`src/rtl/hazard_source_pipe_pkg.sv`:
```
// Shared definitions for the control-side pipeline that feeds the hazard unit.
package hazard_source_pipe_pkg;

  // Register address width and the register index that holds the PC.
  localparam int unsigned RA_W   = 4;
  localparam int unsigned PC_REG = 15;

  // Decoded control bits carried from stage to stage.
  typedef struct packed {
    logic RegWrite;
    logic MemtoReg;
    logic MemWrite;
    logic PCSrc;
    logic Branch;
  } ctrl_t;

  localparam ctrl_t CTRL_NOP = '0;

endpackage

```
`src/rtl/hazard_source_pipe_ctrl_stage_reg.sv`:
```
// One pipeline register for control bits plus a destination address.
// Flush turns the stage into a bubble and overrides the enable.
module ctrl_stage_reg
  import hazard_source_pipe_pkg::*;
#(
  parameter int unsigned AW = RA_W
) (
  input  logic          clk,
  input  logic          rst,
  input  logic          en_i,
  input  logic          flush_i,
  input  ctrl_t         ctrl_i,
  input  logic [AW-1:0] wa3_i,
  output ctrl_t         ctrl_o,
  output logic [AW-1:0] wa3_o
);

  ctrl_t         ctrl_q, ctrl_d;
  logic [AW-1:0] wa3_q, wa3_d;

  // Next state: a flush clears control bits, otherwise load when enabled.
  always_comb begin
    ctrl_d = ctrl_q;
    wa3_d  = wa3_q;
    if (flush_i) begin
      ctrl_d = CTRL_NOP;
      wa3_d  = wa3_i;
    end else if (en_i) begin
      ctrl_d = ctrl_i;
      wa3_d  = wa3_i;
    end
  end

  // Stage state with asynchronous clear.
  always_ff @(posedge clk or posedge rst) begin
    if (rst) begin
      ctrl_q <= CTRL_NOP;
      wa3_q  <= '0;
    end else begin
      ctrl_q <= ctrl_d;
      wa3_q  <= wa3_d;
    end
  end

  assign ctrl_o = ctrl_q;
  assign wa3_o  = wa3_q;

endmodule

```
`src/rtl/hazard_source_pipe.sv`:
```
// Control-side D/E/M/W pipeline. Carries decoded control bits and register
// addresses, applies the Execute condition check, and produces the match and
// control signals the hazard unit consumes while obeying its stall/flush.
module hazard_source_pipe #(
  parameter int unsigned RA_W   = hazard_source_pipe_pkg::RA_W,
  parameter int unsigned PC_REG = hazard_source_pipe_pkg::PC_REG
) (
  input  logic            clk,
  input  logic            reset,
  input  logic [RA_W-1:0] RA1D,
  input  logic [RA_W-1:0] RA2D,
  input  logic [RA_W-1:0] WA3D,
  input  logic            UseRA1D,
  input  logic            UseRA2D,
  input  logic            RegWriteD,
  input  logic            MemtoRegD,
  input  logic            MemWriteD,
  input  logic            PCSrcD_raw,
  input  logic            BranchD,
  input  logic            CondExE,
  input  logic            StallD,
  input  logic            FlushD,
  input  logic            FlushE,
  output logic            PCSrcD,
  output logic            PCSrcE,
  output logic            PCSrcM,
  output logic            PCSrcW,
  output logic            RegWriteM,
  output logic            RegWriteW,
  output logic            MemWriteM,
  output logic            MemtoRegE,
  output logic            MemtoRegW,
  output logic            BranchTakenE,
  output logic            PCWrPendingF,
  output logic [RA_W-1:0] WA3M,
  output logic [RA_W-1:0] WA3W,
  output logic            Match_1E_M,
  output logic            Match_1E_W,
  output logic            Match_2E_M,
  output logic            Match_2E_W,
  output logic            Match_12D_E
);

  import hazard_source_pipe_pkg::*;

  localparam logic [RA_W-1:0] PC_ADDR = RA_W'(PC_REG);

  // ---------------- Decode ----------------
  logic valid_q, valid_d;

  // FlushD beats StallD; otherwise a stall holds and a free slot fills.
  always_comb begin
    valid_d = 1'b1;
    if (FlushD)      valid_d = 1'b0;
    else if (StallD) valid_d = valid_q;
  end

  // D-stage valid bit.
  always_ff @(posedge clk or posedge reset) begin
    if (reset) valid_q <= 1'b0;
    else       valid_q <= valid_d;
  end

  ctrl_t ctrl_dg;
  logic  use1_dg, use2_dg;

  // Raw decode outputs qualified by the D-stage valid bit.
  always_comb begin
    ctrl_dg.RegWrite = RegWriteD  & valid_q;
    ctrl_dg.MemtoReg = MemtoRegD  & valid_q;
    ctrl_dg.MemWrite = MemWriteD  & valid_q;
    ctrl_dg.PCSrc    = PCSrcD_raw & valid_q;
    ctrl_dg.Branch   = BranchD    & valid_q;
    use1_dg          = UseRA1D    & valid_q;
    use2_dg          = UseRA2D    & valid_q;
  end

  // ---------------- D -> E ----------------
  ctrl_t           ctrl_e;
  logic [RA_W-1:0] wa3_e;

  ctrl_stage_reg #(.AW(RA_W)) u_reg_de (
    .clk     (clk),
    .rst     (reset),
    .en_i    (1'b1),
    .flush_i (FlushE),
    .ctrl_i  (ctrl_dg),
    .wa3_i   (WA3D),
    .ctrl_o  (ctrl_e),
    .wa3_o   (wa3_e)
  );

  logic [RA_W-1:0] ra1_e_q, ra2_e_q;
  logic            use1_e_q, use2_e_q;

  // Source addresses and use bits ride alongside the D->E control register.
  always_ff @(posedge clk or posedge reset) begin
    if (reset) begin
      ra1_e_q  <= '0;
      ra2_e_q  <= '0;
      use1_e_q <= 1'b0;
      use2_e_q <= 1'b0;
    end else begin
      ra1_e_q  <= RA1D;
      ra2_e_q  <= RA2D;
      use1_e_q <= use1_dg & ~FlushE;
      use2_e_q <= use2_dg & ~FlushE;
    end
  end

  // ---------------- Execute ----------------
  ctrl_t ctrl_eg;

  // Condition check: writes and PC updates only survive a passing condition;
  // MemtoReg stays raw so the load-use check sees every load.
  always_comb begin
    ctrl_eg          = ctrl_e;
    ctrl_eg.RegWrite = ctrl_e.RegWrite & CondExE;
    ctrl_eg.MemWrite = ctrl_e.MemWrite & CondExE;
    ctrl_eg.PCSrc    = ctrl_e.PCSrc    & CondExE;
    ctrl_eg.Branch   = ctrl_e.Branch   & CondExE;
  end

  // ---------------- E -> M, M -> W ----------------
  ctrl_t ctrl_m, ctrl_w;

  ctrl_stage_reg #(.AW(RA_W)) u_reg_em (
    .clk     (clk),
    .rst     (reset),
    .en_i    (1'b1),
    .flush_i (1'b0),
    .ctrl_i  (ctrl_eg),
    .wa3_i   (wa3_e),
    .ctrl_o  (ctrl_m),
    .wa3_o   (WA3M)
  );

  ctrl_stage_reg #(.AW(RA_W)) u_reg_mw (
    .clk     (clk),
    .rst     (reset),
    .en_i    (1'b1),
    .flush_i (1'b0),
    .ctrl_i  (ctrl_m),
    .wa3_i   (WA3M),
    .ctrl_o  (ctrl_w),
    .wa3_o   (WA3W)
  );

  // Fields carried to W for uniformity but not consumed there.
  logic unused_w;
  assign unused_w = ^{ctrl_w.MemWrite, ctrl_w.Branch, ctrl_m.Branch};

  // ---------------- Outputs ----------------
  assign PCSrcD       = ctrl_dg.PCSrc;
  assign PCSrcE       = ctrl_eg.PCSrc;
  assign PCSrcM       = ctrl_m.PCSrc;
  assign PCSrcW       = ctrl_w.PCSrc;
  assign RegWriteM    = ctrl_m.RegWrite;
  assign RegWriteW    = ctrl_w.RegWrite;
  assign MemWriteM    = ctrl_m.MemWrite;
  assign MemtoRegE    = ctrl_e.MemtoReg;
  assign MemtoRegW    = ctrl_w.MemtoReg;
  assign BranchTakenE = ctrl_eg.Branch;
  assign PCWrPendingF = ctrl_dg.PCSrc | ctrl_eg.PCSrc | ctrl_m.PCSrc;

  // The PC is never forwarded or interlocked, so it never matches.
  assign Match_1E_M  = use1_e_q & (ra1_e_q == WA3M) & (ra1_e_q != PC_ADDR);
  assign Match_1E_W  = use1_e_q & (ra1_e_q == WA3W) & (ra1_e_q != PC_ADDR);
  assign Match_2E_M  = use2_e_q & (ra2_e_q == WA3M) & (ra2_e_q != PC_ADDR);
  assign Match_2E_W  = use2_e_q & (ra2_e_q == WA3W) & (ra2_e_q != PC_ADDR);
  assign Match_12D_E = (use1_dg & (RA1D == wa3_e) & (RA1D != PC_ADDR))
                     | (use2_dg & (RA2D == wa3_e) & (RA2D != PC_ADDR));

endmodule

```
`config.mk`:
```
export PLATFORM = sky130hd
export DESIGN_NAME = hazard_source_pipe
export DESIGN_NICKNAME = d
export VERILOG_FILES = /design/src/rtl/hazard_source_pipe_pkg.sv /design/src/rtl/hazard_source_pipe_ctrl_stage_reg.sv /design/src/rtl/hazard_source_pipe.sv
export SDC_FILE = /design/constraint.sdc
export NUM_CORES = 1
export LEC_CHECK = 0
export CAP_MARGIN = 0
export CORE_MARGIN = 2
export CORE_UTILIZATION = 45
export CTS_BUF_LIST = sky130_fd_sc_hd__clkbuf_2
export DETAILED_ROUTE_END_ITERATION = 16
export PLACE_DENSITY = 0.82
export SLEW_MARGIN = 20
export SYNTH_ARGS = -nofsm -noshare
export SYNTH_HDL_FRONTEND = slang
export SYNTH_SLANG_ARGS = --single-unit
```
`constraint.sdc`:
```
create_clock -name clk -period 1.6 [get_ports clk]
set_input_delay 0.32 -clock clk [delete_from_list [all_inputs] [get_ports clk]]
set_output_delay 0.32 -clock clk [all_outputs]
set_load 0.03 [all_outputs]
```
==> reports/metrics.cfg, run 1 <==
[status]
outcome=finished with violations
failed_checks=setup timing

[synth]
synth_area_leaders=dfrtp_1 (68%), xnor2_1 (14%), and2_1 (5.3%)
synth_edf_count=0
synth_cell_types=15
ys_seq_elements=35
synth_top_cell_by_area=dfrtp_1
yosys_warnings=0
yosysMostFrequentCell=dfrtp_1
synth_seq_area_share_pct=67.8
synthArstFlopShare_pct=100
synthTopCellsByCount=dfrtp_1 (35), xnor2_1 (20), and2_1 (11), nand4_1 (7), nor2_1 (5)
syn-num-nets=122
synth_area_um2=1290
syn_inst=97
synth.top_cell.area_share_pct=67.8
synth_ff_type=dfrtp_1
syn-mean-instance-area_um2=13.3

[setup_path]
worst_path_max_delay_cell=clkdlybuf4s50_1
critical_path.cell_chain=clkdlybuf4s50_1 > xor2_1 > a2111o_1 > o21ai_2 > buf_6
cp_num_buf_inv=2
worstSetupStartpointType=input port
path_class=input port to output pin
required_ps=1280
cp-end-kind=output pin
critPathMaxFanout=3
reg2regPathDepth=4
cp_top_family=buffers and inverters
crit_cells=5
slowest_delay_ps=470
worstPathArrival_ps=1570

[final_layout]
antennaDiodeCount=0
register_area_um2=883
instances_no_fill=195
design_area_um2=1950
drive_above_1_share_pct=26.2
fillers=184
final_core_util_pct=71.3
syn_to_final_growth_pct=50.7
multi_input_area_um2=445
nets=189

[floorplanning]
fp.dieW_um=57.6
initial_utilization_pct=47.3
die_h_um=57.6
rows=19
core_area_um2=2730
pin_count=49
die_area_um2=3320

[route]
wl_per_cell_um=13.8
route.detailed.drc=0
route.vias.total=940
first_pass_iters=4
via_per_inst=4.82
routed_wl_mm=2.69
ant_nets=0
drt-initial-drc-count=9

[sta]
fin_crit_sh_pct=118
hold_violations=0
worst_slack_ps=-294
max_freq_mhz=528
tightest_slew_ps=427
period_needed_ps=1890
skew_ps=6.64
report.final.setup_viol=6
rsz0062_at_grt=yes
final_max_slew_viol_count=0
maxSlewHeadroom_pct=71.5

[hold_path]
hp-class=input port to register
hold-path-cell-count=1

[grt]
gr-total-overflow=0
grt_max_degree=36
track_usage_pct=18.0
antenna_found_initial=0
grt_pass1_wl_mm=4.34
grt_pass1_vias=949

[power]
power_density_nw_per_um2=818
total_power_mw=1.59
p_leak_nw=0.911
ir_drop_mv=0.746

[clock_tree]
htree_levels=2
clkSinkCount=35
numCtsBuffers=5
root_buffer=clkbuf_2
clock_path_buffers=2
cts_hold_buf=0
clk_pin_slew_worst_paths_ps=150
clk_latency_ps=370
cts_tree=built

[placed_design]
dpl_cell_area_um2=1870
post-dp-hpwl_mm=1.96
io_buffer_count=48
dp_cells=186
gp_congestion=0.779

[job]
maxCapViolCount=0

layer usage:
| metal | global-route usage (%) | routed length [um] | up-vias | share of wire, % |
|---|---|---|---|---|
| met1 | 23.3 | 1120 | 449 | 42 |
| met5 | 0 | 0 | - | 0 |
| met3 | 4.31 | 110 | 5 | 4.1 |
| li1 | - | - | 457 | - |
| met4 | 11.0 | 49 | 0 | 1.8 |
| met2 | 27.4 | 1410 | 29 | 52 |
cells in the final DEF, fill, tap and decap left out, types with 4 or more instances in the layout:
cell and n:
nand2_1 4, clkdlybuf4s50_1 23, dfrtp_1 29, xnor2_1 16, and2_1 9, buf_4 18, xnor2_2 4, clkbuf_2 7
nor2_1 5, nand4_1 7, dlygate4sd2_1 11, dfrtp_2 6
power breakdown:
part / switching (mW) / internal [mW]
Clock: 0.273 / 0.0924
Sequential: 0.0396 / 0.924
Combinational: 0.119 / 0.146
Total: 0.432 / 1.16
repair_timing:
| item | CTS | global route |
|---|---|---|
| hold endpoints to repair | 0 | 0 |
| resized for setup | 22 | 24 |
| setup buffers | 1 | 1 |
| pin swaps | 4 | 7 |
| endpoints found under the setup margin | 21 | 13 |
registers in the layout, summed over array words and instances (netlist names):
signal	flops
ra1_e_q	4
u_reg_de.ctrl_o	5
ra2_e_q	4
use2_e_q	1
u_reg_de.wa3_o	4
u_reg_mw.ctrl_o	3
u_reg_em.ctrl_o	4
u_reg_mw.wa3_o	4
valid_q	1
u_reg_em.wa3_o	4
use1_e_q	1
metrics by stage:
stage	worst slack (ps)	setup TNS (ps)	hold WS (ps)
after CTS	-324	-1040	235
after floorplan	64.2	0	331
after global placement	-524	-853	339
after global routing	-417	-1500	219
final	-294	-728	271
after detailed placement	-544	-903	352
final cells by class:
type / count / share of cell area (%)
Clock buffer: 5 / 1.28
Clock inverter: 2 / 0.450
Inverter: 3 / 0.578
Multi-Input combinational cell: 59 / 22.9
Sequential cell: 35 / 45.3
Tap cell: 31 / 1.99
Timing Repair Buffer: 60 / 27.5
logic make-up after synthesis:
kind of cell | after synthesis | share of synthesized area, %
AOI/OAI and AO/OA | 6 | 3.39
xor gates and xnor gates | 22 | 14.9
buffers and inverters | 3 | 0.871
DFF | 35 | 67.8
and+or+nand+nor | 31 | 13.1
worst paths after layout:
| kind | start | endpoint | slack [ps] |
|---|---|---|---|
| worst max-delay path | RA1D[0] | Match_12D_E | -290 |
| worst min-delay path | RA1D[1] | ra1_e_q[1] | 270 |
| worst max register to register | valid_q | use2_e_q | 520 |
| worst min register to register | u_reg_em.ctrl_o[3] | u_reg_mw.ctrl_o[3] | 380 |
| max in group asynchronous | reset | ra2_e_q[0] | 940 |
| min in group asynchronous | reset | u_reg_em.ctrl_o[1] | 320 |
No activity file was read; power rests on OpenSTA's default activity.
==> inputs of run 2 (changes only) <==
--- a/config.mk
+++ b/config.mk
@@ -7,11 +7,12 @@
 export LEC_CHECK = 0
 export CAP_MARGIN = 0
 export CORE_MARGIN = 2
-export CORE_UTILIZATION = 45
+export CORE_UTILIZATION = 50
 export CTS_BUF_LIST = sky130_fd_sc_hd__clkbuf_2
 export DETAILED_ROUTE_END_ITERATION = 16
 export PLACE_DENSITY = 0.82
 export SLEW_MARGIN = 20
 export SYNTH_ARGS = -nofsm -noshare
 export SYNTH_HDL_FRONTEND = slang
+export SYNTH_HIERARCHICAL = 1
 export SYNTH_SLANG_ARGS = --single-unit
==> reports/metrics.cfg, run 2 <==
[status]
outcome=finished with violations
failed_checks=setup timing

[final_layout]
drive_above_1_share_pct=41.8  ; +16 points
instances_no_fill=283  ; +45%
final_core_util_pct=80.5  ; +9.3 points
nets=261  ; +38%
fillers=208  ; +13%
antennaDiodeCount=0  ; unchanged
mostFrequentLayoutCell=buf_4
syn_to_final_growth_pct=55.8
most-common-layout-cells=buf_4 (30), dfrtp_1 (25), clkdlybuf4s50_1 (24), nor2_1 (20), xnor2_2 (15)
multi_input_area_um2=960  ; +120%
largest_register_ffs=5  ; unchanged
register_area_um2=888  ; +0.57%

[clock_tree]
clk_latency_ps=400  ; +30 ps
root_buffer=clkbuf_2
clk_pin_slew_worst_paths_ps=190  ; +40 ps
htree_levels=2  ; unchanged
cts_tree=built
cts_hold_buf=0  ; unchanged
numCtsBuffers=5  ; unchanged
clock_path_buffers=2  ; unchanged
clkSinkCount=35  ; unchanged

[hold_path]
hp-class=input port to asynchronous set/reset pin

[floorplanning]
fp.dieW_um=62.5  ; +8.5%
die_area_um2=3910  ; +18%
rows=21  ; +2
initial_utilization_pct=51.7  ; +4.4 points
pin_count=49  ; unchanged
die_h_um=62.5  ; +8.5%
core_area_um2=3310  ; +21%

[grt]
track_usage_pct=23.3  ; +5.3 points
grt_pass1_vias=1469  ; +55%
gr-total-overflow=0  ; unchanged
grt_max_degree=12  ; -67%
antenna_found_initial=0  ; unchanged
grt_pass1_wl_mm=6.82  ; +57%

[route]
via_per_inst=4.88  ; +1.2%
route.vias.total=1380  ; +47%
first_pass_iters=4  ; unchanged
drt-initial-drc-count=57  ; +48
routed_wl_mm=4.60  ; +71%
ant_nets=0  ; unchanged
wl_per_cell_um=16.3  ; +18%
route.detailed.drc=0  ; unchanged

[sta]
max_freq_mhz=461  ; -13%
hold_violations=0  ; unchanged
period_needed_ps=2170  ; +273 ps
final_max_slew_viol_count=0  ; unchanged
skew_ps=8.32  ; +1.68 ps
worst_slack_ps=-567  ; -273 ps
rsz0062_at_grt=yes
report.final.setup_viol=6  ; unchanged
fin_crit_sh_pct=135  ; +17 points

[setup_path]
path_class=register to output pin
worstSetupStartpointType=register
slowest_delay_ps=530  ; +60 ps
critPathMaxFanout=3  ; unchanged
required_ps=1280  ; about the same
cp-end-kind=output pin
worst_path_max_delay_cell=or4_4
critical_path.cell_chain=xor2_1 > or4_4 > o22ai_4 > buf_6
cp_num_buf_inv=1  ; -1
cp_top_family=simple AND/OR/NAND/NOR gates
worstPathArrival_ps=1850  ; +280 ps
r2r_slack_ps=530  ; about the same

[placed_design]
post-dp-hpwl_mm=3.12  ; +59%
gp_congestion=0.799  ; +2.6%
io_buffer_count=48  ; unchanged
dp_cells=262  ; +41%

[synth]
synth_area_um2=1710  ; +32%
yosys_warnings=6  ; +6
syn_inst=144  ; +48%
syn-mean-instance-area_um2=11.9  ; -11%

[power]
seqPwrFrac_pct=46.3  ; -14 points
switching_share_pct=30.1  ; +3.0 points
clock_power_share_pct=25.8  ; +2.9 points
p_leak_nw=1.32  ; +44%
intPower_mw=1.55  ; +34%
ir_drop_mv=0.587  ; -21%
power_density_nw_per_um2=833  ; +1.8%
power_frac_comb_pct=27.9  ; +11 points
power_switching_mw=0.668  ; +55%

[job]
maxCapViolCount=0  ; unchanged

==> run 2: area by class of cell <==
type / instances / share of cell area (%)
Tap cell: 46 / 2.16
Multi-Input combinational cell: 111 / 36.0
Inverter: 5 / 0.704
Sequential cell: 35 / 33.3
Timing Repair Buffer: 78 / 25.4
Clock buffer: 5 / 0.939
Clock inverter: 3 / 1.45
==> run 2: timing repair <==
item	CTS	global route
endpoints found under the setup margin	22	18
resized for setup	41	41
setup buffers	7	6
endpoints found under the hold margin	0	0
pin swaps	11	13
==> run 2: power groups by stage <==
| stage | clock (mW) | sequential (mW) | combinational [mW] |
|---|---|---|---|
| floorplan | 0 | 1.08 | 0.231 |
| global placement | 0 | 1.02 | 0.488 |
| detailed placement | 0 | 1.03 | 0.505 |
| CTS | 0.574 | 1.01 | 0.557 |
| global route | 0.625 | 1.04 | 0.654 |
| finish | 0.573 | 1.03 | 0.620 |
==> run 2: worst reg2reg max path: stages (launching register included) <==
cell     delay [ps]
dfrtp_2         470
buf_4           160
and2_1          130
mux2i_1         150
nor2_1           60
==> run 2: through the flow <==
stage               hold slack (ps)  TNS [ps]  instance area, um2  setup slack [ps]  power (mW)
floorplan                       123     -82.9                1770             -82.9        1.31
global placement                511     -1060                2380              -538        1.51
detailed placement              550     -1130                2380              -584        1.53
CTS                             241     -1780                2570              -598        2.14
global route                    262     -2240                2670              -614        2.32
finish                          261     -1720                2670              -567        2.22
==> run 2: final timing paths <==
path	endpoint	start	depth (start not counted)
worst max-delay path	Match_12D_E	u_reg_de/wa3_o[0]	4
worst min-delay path	u_reg_mw/wa3_o[0]	reset	2
worst max register to register	u_reg_de/ctrl_o[3]	valid_q	4
worst min register to register	u_reg_mw/ctrl_o[4]	u_reg_em/ctrl_o[4]	2
max in group asynchronous	ra1_e_q[1]	reset	2
min in group clk	ra2_e_q[1]	RA2D[1]	1
==> run 2: per-layer routing <==
layer / track usage, % / wire length [um] / up-vias
met5: 0 / 0 / -
met2: 41.4 / 2550 / 42
li1: - / - / 648
met4: 11.9 / 157 / 0
met3: 6.13 / 181 / 15
met1: 25.4 / 1710 / 675
